**config.mk**
```make
export PLATFORM = sky130hd
export DESIGN_NAME = msg_dispatcher
export DESIGN_NICKNAME = d
export VERILOG_FILES = /design/src/rtl/msg_dispatch_pkg.sv /design/src/rtl/msg_dispatch_timer.sv /design/src/rtl/msg_dispatcher.sv
export SDC_FILE = /design/constraint.sdc
export NUM_CORES = 1
export LEC_CHECK = 0
export CAP_MARGIN = 20
export CORE_AREA = 2 2 440 442
export DETAILED_ROUTE_END_ITERATION = 16
export DIE_AREA = 0 0 442 444
export PLACE_DENSITY_LB_ADDON = 0.25
export SYNTH_ARGS = -nofsm -noshare
export SYNTH_HDL_FRONTEND = slang
export SYNTH_SLANG_ARGS = --single-unit
```
**constraint.sdc**
```tcl
create_clock -name clk_in -period 1.8 [get_ports clk_in]
set_input_delay 0.27 -clock clk_in [delete_from_list [all_inputs] [get_ports clk_in]]
set_output_delay 0.27 -clock clk_in [all_outputs]
set_load 0.005 [all_outputs]
```
**src/rtl/msg_dispatch_pkg.sv**
```systemverilog
// Shared constants, state encoding and helpers for msg_dispatcher.
package msg_dispatch_pkg;

    // Dispatcher FSM encoding (kept as plain constants for legacy tools)
    typedef logic [0:0] state_t;
    localparam state_t StIdle    = 1'b0;
    localparam state_t StDeliver = 1'b1;

    // Destination ID field inside the bridge header
    localparam int unsigned DEST_ID_WIDTH = 8;
    localparam int unsigned DEST_ID_LSB   = 0;

    localparam logic [DEST_ID_WIDTH-1:0] BROADCAST_ID = 8'hFF;

    localparam int unsigned DROP_COUNT_WIDTH = 16;

    // Increment that sticks at all-ones instead of wrapping
    function automatic logic [DROP_COUNT_WIDTH-1:0] sat_inc(
        input logic [DROP_COUNT_WIDTH-1:0] val
    );
        return (&val) ? val : val + 1'b1;
    endfunction

endpackage

```
**src/rtl/msg_dispatch_timer.sv**
```systemverilog
// Delivery watchdog: counts DELIVER cycles, flags the last permitted one.
module msg_dispatch_timer
    import msg_dispatch_pkg::*;
#(
    parameter int unsigned TIMEOUT_CYCLES = 1000000
) (
    input  logic clk_in,
    input  logic rst_in,
    input  logic clear_in,
    input  logic enable_in,
    output logic expired_out
);

    localparam int unsigned CntW = (TIMEOUT_CYCLES > 1) ? $clog2(TIMEOUT_CYCLES) : 1;
    localparam logic [CntW-1:0] LastCnt = CntW'(TIMEOUT_CYCLES - 1);

    logic [CntW-1:0] count_q, count_d;

    // Next count: clear has priority over counting
    always_comb begin
        count_d = count_q;
        if (clear_in) begin
            count_d = '0;
        end else if (enable_in) begin
            count_d = count_q + 1'b1;
        end
    end

    // Counter register with synchronous reset
    always_ff @(posedge clk_in) begin
        if (rst_in) begin
            count_q <= '0;
        end else begin
            count_q <= count_d;
        end
    end

    assign expired_out = (count_q == LastCnt);

endmodule

```
**src/rtl/msg_dispatcher.sv**
```systemverilog
// Latches bridge frames and hands them to per-destination valid/ready ports.
// Optional build macro MSG_DISPATCH_BROADCAST_EN: header ID 8'hFF targets all ports.
module msg_dispatcher
    import msg_dispatch_pkg::*;
#(
    parameter int unsigned MESSAGE_SIZE   = 512,
    parameter int unsigned HEADER_SIZE    = 32,
    parameter int unsigned NUM_DEST       = 4,
    parameter int unsigned TIMEOUT_CYCLES = 1000000
) (
    input  logic                        clk_in,
    input  logic                        rst_in,
    input  logic [MESSAGE_SIZE-1:0]     bdge_message_in,
    input  logic [HEADER_SIZE-1:0]      bdge_header_in,
    input  logic                        bdge_valid_in,
    output logic                        ctrl_ready_out,
    output logic [MESSAGE_SIZE-1:0]     dest_message_out,
    output logic [HEADER_SIZE-1:0]      dest_header_out,
    output logic [NUM_DEST-1:0]         dest_valid_out,
    input  logic [NUM_DEST-1:0]         dest_ready_in,
    output logic [DROP_COUNT_WIDTH-1:0] drop_count_out,
    output logic                        busy_out
);

    state_t                      state_q, state_d;
    logic [NUM_DEST-1:0]         mask_q, mask_d;
    logic [HEADER_SIZE-1:0]      hdr_q, hdr_d;
    logic [MESSAGE_SIZE-1:0]     msg_q, msg_d;
    logic [DROP_COUNT_WIDTH-1:0] drop_q, drop_d;

    logic [DEST_ID_WIDTH-1:0] dest_id;
    logic [NUM_DEST-1:0]      accept_mask;
    logic [NUM_DEST-1:0]      remaining;
    logic                     timer_clr;
    logic                     timer_en;
    logic                     timer_expired;

    assign dest_id = bdge_header_in[DEST_ID_LSB +: DEST_ID_WIDTH];

    msg_dispatch_timer #(
        .TIMEOUT_CYCLES (TIMEOUT_CYCLES)
    ) u_timer (
        .clk_in      (clk_in),
        .rst_in      (rst_in),
        .clear_in    (timer_clr),
        .enable_in   (timer_en),
        .expired_out (timer_expired)
    );

    // Decode the incoming header's destination into a target mask
    always_comb begin
        accept_mask = '0;
        if (32'(dest_id) < NUM_DEST) begin
            accept_mask = NUM_DEST'(1) << dest_id;
        end
`ifdef MSG_DISPATCH_BROADCAST_EN
        else if (dest_id == BROADCAST_ID) begin
            accept_mask = '1;
        end
`endif
    end

    // Accept/deliver/timeout sequencing
    always_comb begin
        state_d   = state_q;
        mask_d    = mask_q;
        hdr_d     = hdr_q;
        msg_d     = msg_q;
        drop_d    = drop_q;
        timer_clr = 1'b0;
        timer_en  = 1'b0;
        remaining = mask_q & ~dest_ready_in;

        case (state_q)
            StIdle: begin
                if (bdge_valid_in) begin
                    hdr_d     = bdge_header_in;
                    msg_d     = bdge_message_in;
                    timer_clr = 1'b1;
                    if (accept_mask != '0) begin
                        mask_d  = accept_mask;
                        state_d = StDeliver;
                    end else begin
                        drop_d = sat_inc(drop_q);
                    end
                end
            end
            StDeliver: begin
                timer_en = 1'b1;
                if (remaining == '0) begin
                    // Completion beats a coincident timeout
                    mask_d  = '0;
                    state_d = StIdle;
                end else if (timer_expired) begin
                    mask_d  = '0;
                    drop_d  = sat_inc(drop_q);
                    state_d = StIdle;
                end else begin
                    mask_d = remaining;
                end
            end
            default: begin
                mask_d  = '0;
                state_d = StIdle;
            end
        endcase
    end

    // State and datapath registers
    always_ff @(posedge clk_in) begin
        if (rst_in) begin
            state_q <= StIdle;
            mask_q  <= '0;
            hdr_q   <= '0;
            msg_q   <= '0;
            drop_q  <= '0;
        end else begin
            state_q <= state_d;
            mask_q  <= mask_d;
            hdr_q   <= hdr_d;
            msg_q   <= msg_d;
            drop_q  <= drop_d;
        end
    end

    // Mask is always zero outside DELIVER, so it drives valid directly
    assign ctrl_ready_out   = (state_q == StIdle);
    assign busy_out         = (state_q == StDeliver);
    assign dest_valid_out   = mask_q;
    assign dest_header_out  = hdr_q;
    assign dest_message_out = msg_q;
    assign drop_count_out   = drop_q;

endmodule

```
==> impl_metrics.json <==
{
  "status": "finished, violations left",
  "violations": "setup timing",
  "synth_cell_types": 45,
  "dr.pass1.iters": 5,
  "timing.final.ws_setup_ns": -0.02957,
  "cp.required_ns": 2.43,
  "ant_nets": 0,
  "die_area_um2": 196200,
  "yosys_warnings": 0,
  "finalSetupViolCount": 3,
  "min_period_ns": 1.830,
  "crit_slowest_cell": "or4_4",
  "drc_errors": 0,
  "switchingPower_uw": 8880,
  "slew_violations": 0,
  "drtIter0Drc": 1127,
  "avgViaCountPerCell": 3.442,
  "num_rows": 161,
  "cpPeakStageDelay_ns": 0.51,
  "placed_area_um2": 35730,
  "worstSetupPathType": "reg2reg",
  "antenna_found_initial": 21,
  "gp_congestion": 0.8748,
  "p_int_uw": 25670,
  "route.met2.wl_um": 55900,
  "synth_top_area_share": 0.5720,
  "cts_tree": "built",
  "end_kind": "flip-flop",
  "finalHoldViolCount": 0,
  "cts-root-buf": "clkbuf_16",
  "grt_pass1_wl_um": 160900,
  "switching_share": 0.2570,
  "final_nets": 4336,
  "yosys-top-cells-count": "nand2_1 (1103), dfxtp_1 (585), a21oi_1 (559), clkbuf_1 (167), nor2_1 (30)",
  "worst_slew_pin_slew_ns": 0.5225,
  "cts_buffers": 79,
  "grt_max_degree": 81,
  "finalWirelength_um": 116400,
  "hold_class": "in2reg",
  "worstPathCellList": "ha_4 > nand4b_1 > nor3_2 > a31oi_4 > buf_12 > or4_4 > a21oi_2",
  "post-dp-hpwl_um": 90110,
  "ys.flop_type": "dfxtp_1",
  "synthTopCellsByArea": "dfxtp_1 (57%), nand2_1 (20%), a21oi_1 (14%), clkbuf_1 (3.1%), xor2_1 (0.56%)",
  "cp_top_family": "simple AND/OR/NAND/NOR gates",
  "synth_cells": 2601,
  "h-tree-depth": 3,
  "avgRoutedWirePerCell_um": 18.25,
  "syn_nets": 3154,
  "wl_met3_um": 9304,
  "max_slew_margin": 0.6517,
  "yosys.area.top_type": "dfxtp_1",
  "maxCapViolCount": 0,
  "synthToLayoutAreaGrowth_pct": 86.07,
  "leakagePower_uw": 0.01619,
  "comb_power_share": 0.128,
  "tns_ns": -0.06832,
  "io_pins": 1117,
  "vdd_ir_drop_max_mv": 0.6896,
  "critPathMaxFanout": 7,
  "ys_async_sr_fraction": 0,
  "path_buf_inv": 1,
  "layout-drive-gt1-share": 0.1033,
  "synth.avg_cell_area_um2": 7.872,
  "post-route-period-util": 1.016,
  "wl_met1_um": 47310,
  "vias": 21956,
  "cts.sinks": 585,
  "yosys_register_bits": 585,
  "rsz0062_at_grt": "yes",
  "p_seq_frac": 0.406,
  "grt_use_total": 0.1128,
  "arrival_ns": 2.46,
  "grt.overflow.total": 0,
  "yosysSeqAreaShare": 0.5720,
  "setup.worst_path.start_class": "flip-flop",
  "start_util": 0.1069,
  "die_w_um": 442,
  "routed.top_layer": "met5",
  "whs_ns": 0.1127,
  "pre_cts_ws_ns": -0.4992,
  "pwr_density_cell_nw_per_um2": 906.9,
  "port_buffers": 1116,
  "core_area_um2": 191600,
  "clk_pin_slew_ns": 0.06,
  "die_h_um": 444,
  "finalInstanceArea_um2": 38100,
  "cts.path.max_buffers": 3,
  "p_clk_frac": 0.466,
  "clk_latency_ns": 0.69,
  "total_power_uw": 34550,
  "fillerInstances": 21501,
  "fmax_mhz": 546.6,
  "synth.most_common_cell": "nand2_1",
  "synth_area_um2": 20480,
  "synth_edf_count": 0,
  "fin_skew_ns": 0.03885,
  "first_global_vias": 21743
}
[final timing paths]
check	from	to	slack [ns]	cells after the start
min reg2reg	dest_message_out[422]$_SDFFE_PP0P_	dest_message_out[422]$_SDFFE_PP0P_	0.45	2
max	u_timer.count_q[1]$_SDFFE_PP0P_	drop_count_out[9]$_SDFFE_PP0P_	-0.03	7
min	bdge_message_in[167]	dest_message_out[167]$_SDFFE_PP0P_	0.11	3
max reg2reg	u_timer.count_q[1]$_SDFFE_PP0P_	drop_count_out[9]$_SDFFE_PP0P_	-0.03	7
[per-stage QoR]
step,utilization,std cells
6_report,0.1989,6379
3_5_place_dp,0.1865,6219
4_1_cts,0.1979,6365
3_3_place_gp,0.1865,6219
2_1_floorplan,-,2601
5_1_grt,0.1988,6377
[power groups by stage]
stage	registers (uW)	logic [uW]	clock network, uW
finish	14000	4410	16100
global route	14100	4800	17300
CTS	14000	4480	16800
detailed placement	14300	4900	0
global placement	14300	4910	0
floorplan	14300	1210	0
[cell usage in the layout, fill, tap and decap left out, drive strengths merged, types with 5 or more instances in the layout]
| master | instances |
|---|---|
| clkbuf | 120 |
| diode | 11 |
| nor3 | 7 |
| dlygate4sd2 | 546 |
| clkdlybuf4s15 | 16 |
| clkdlybuf4s50 | 549 |
| o21ai | 8 |
| inv | 6 |
| a21oi | 559 |
| nor2b | 6 |
| or3 | 7 |
| dfxtp | 585 |
| xor2 | 13 |
| nand2b | 6 |
| nand4 | 7 |
| and3 | 6 |
| bufinv | 7 |
| nand2 | 1103 |
| mux2 | 5 |
| buf | 176 |
| clkinv | 15 |
| nand3 | 12 |
| xnor2 | 5 |
| nor2 | 30 |
[worst reg2reg max path, cell delays in order, from the launching register on]
cell and delay (ns):
dfxtp_2 0.35, ha_4 0.14, nand4b_1 0.10, nor3_2 0.18, a31oi_4 0.18, buf_12 0.19, or4_4 0.51, a21oi_2 0.12
[sequential cells by signal, indices dropped and copies added, names as in the netlist]
signal            count
busy_out              1
drop_count_out       16
dest_message_out    512
dest_header_out      32
u_timer.count_q      20
dest_valid_out        4
[timing repair]
| action | in CTS | in global routing |
|---|---|---|
| gates cloned | 2 | 2 |
| hold buffers | 1 | 0 |
| setup buffers | 3 | 3 |
| endpoints found under the hold margin | 17 | 0 |
| setup endpoints to repair | 619 | 36 |
| resized for setup | 670 | 40 |
| pin swaps | 5 | 11 |
[per-layer routing]
| metal | global-route usage | vias to the layer above |
|---|---|---|
| met5 | 0 | - |
| met4 | 0.04446 | 6 |
| met3 | 0.04336 | 164 |
| met2 | 0.1875 | 716 |
| met1 | 0.1298 | 10249 |
| li1 | - | 10821 |
[cell families after synthesis]
logic type               Yosys count  synth area share
buffers and inverters            195           0.03740
AO/OA/AOI/OAI                    584            0.1452
XOR/XNOR                          18          0.007699
flip-flops                       585            0.5720
multiplexers                       7          0.003727
AND/OR/NAND/NOR                 1210            0.2328
adder cells (fa/ha/maj)            2          0.001222
[cell type report]
| cell class | count | area (um^2) | share of cell area |
|---|---|---|---|
| Tap cell | 2526 | 3161 | 0.08296 |
| Clock inverter | 25 | 366.6 | 0.009622 |
| Inverter | 3 | 11.26 | 0.0002956 |
| Sequential cell | 585 | 11800 | 0.3097 |
| Timing Repair Buffer | 1293 | 12290 | 0.3225 |
| Antenna cell | 11 | 27.53 | 0.0007225 |
| Multi-Input combinational cell | 1821 | 8194 | 0.2151 |
| Clock buffer | 115 | 2253 | 0.05915 |
No activity file was read; power rests on OpenSTA's default activity.
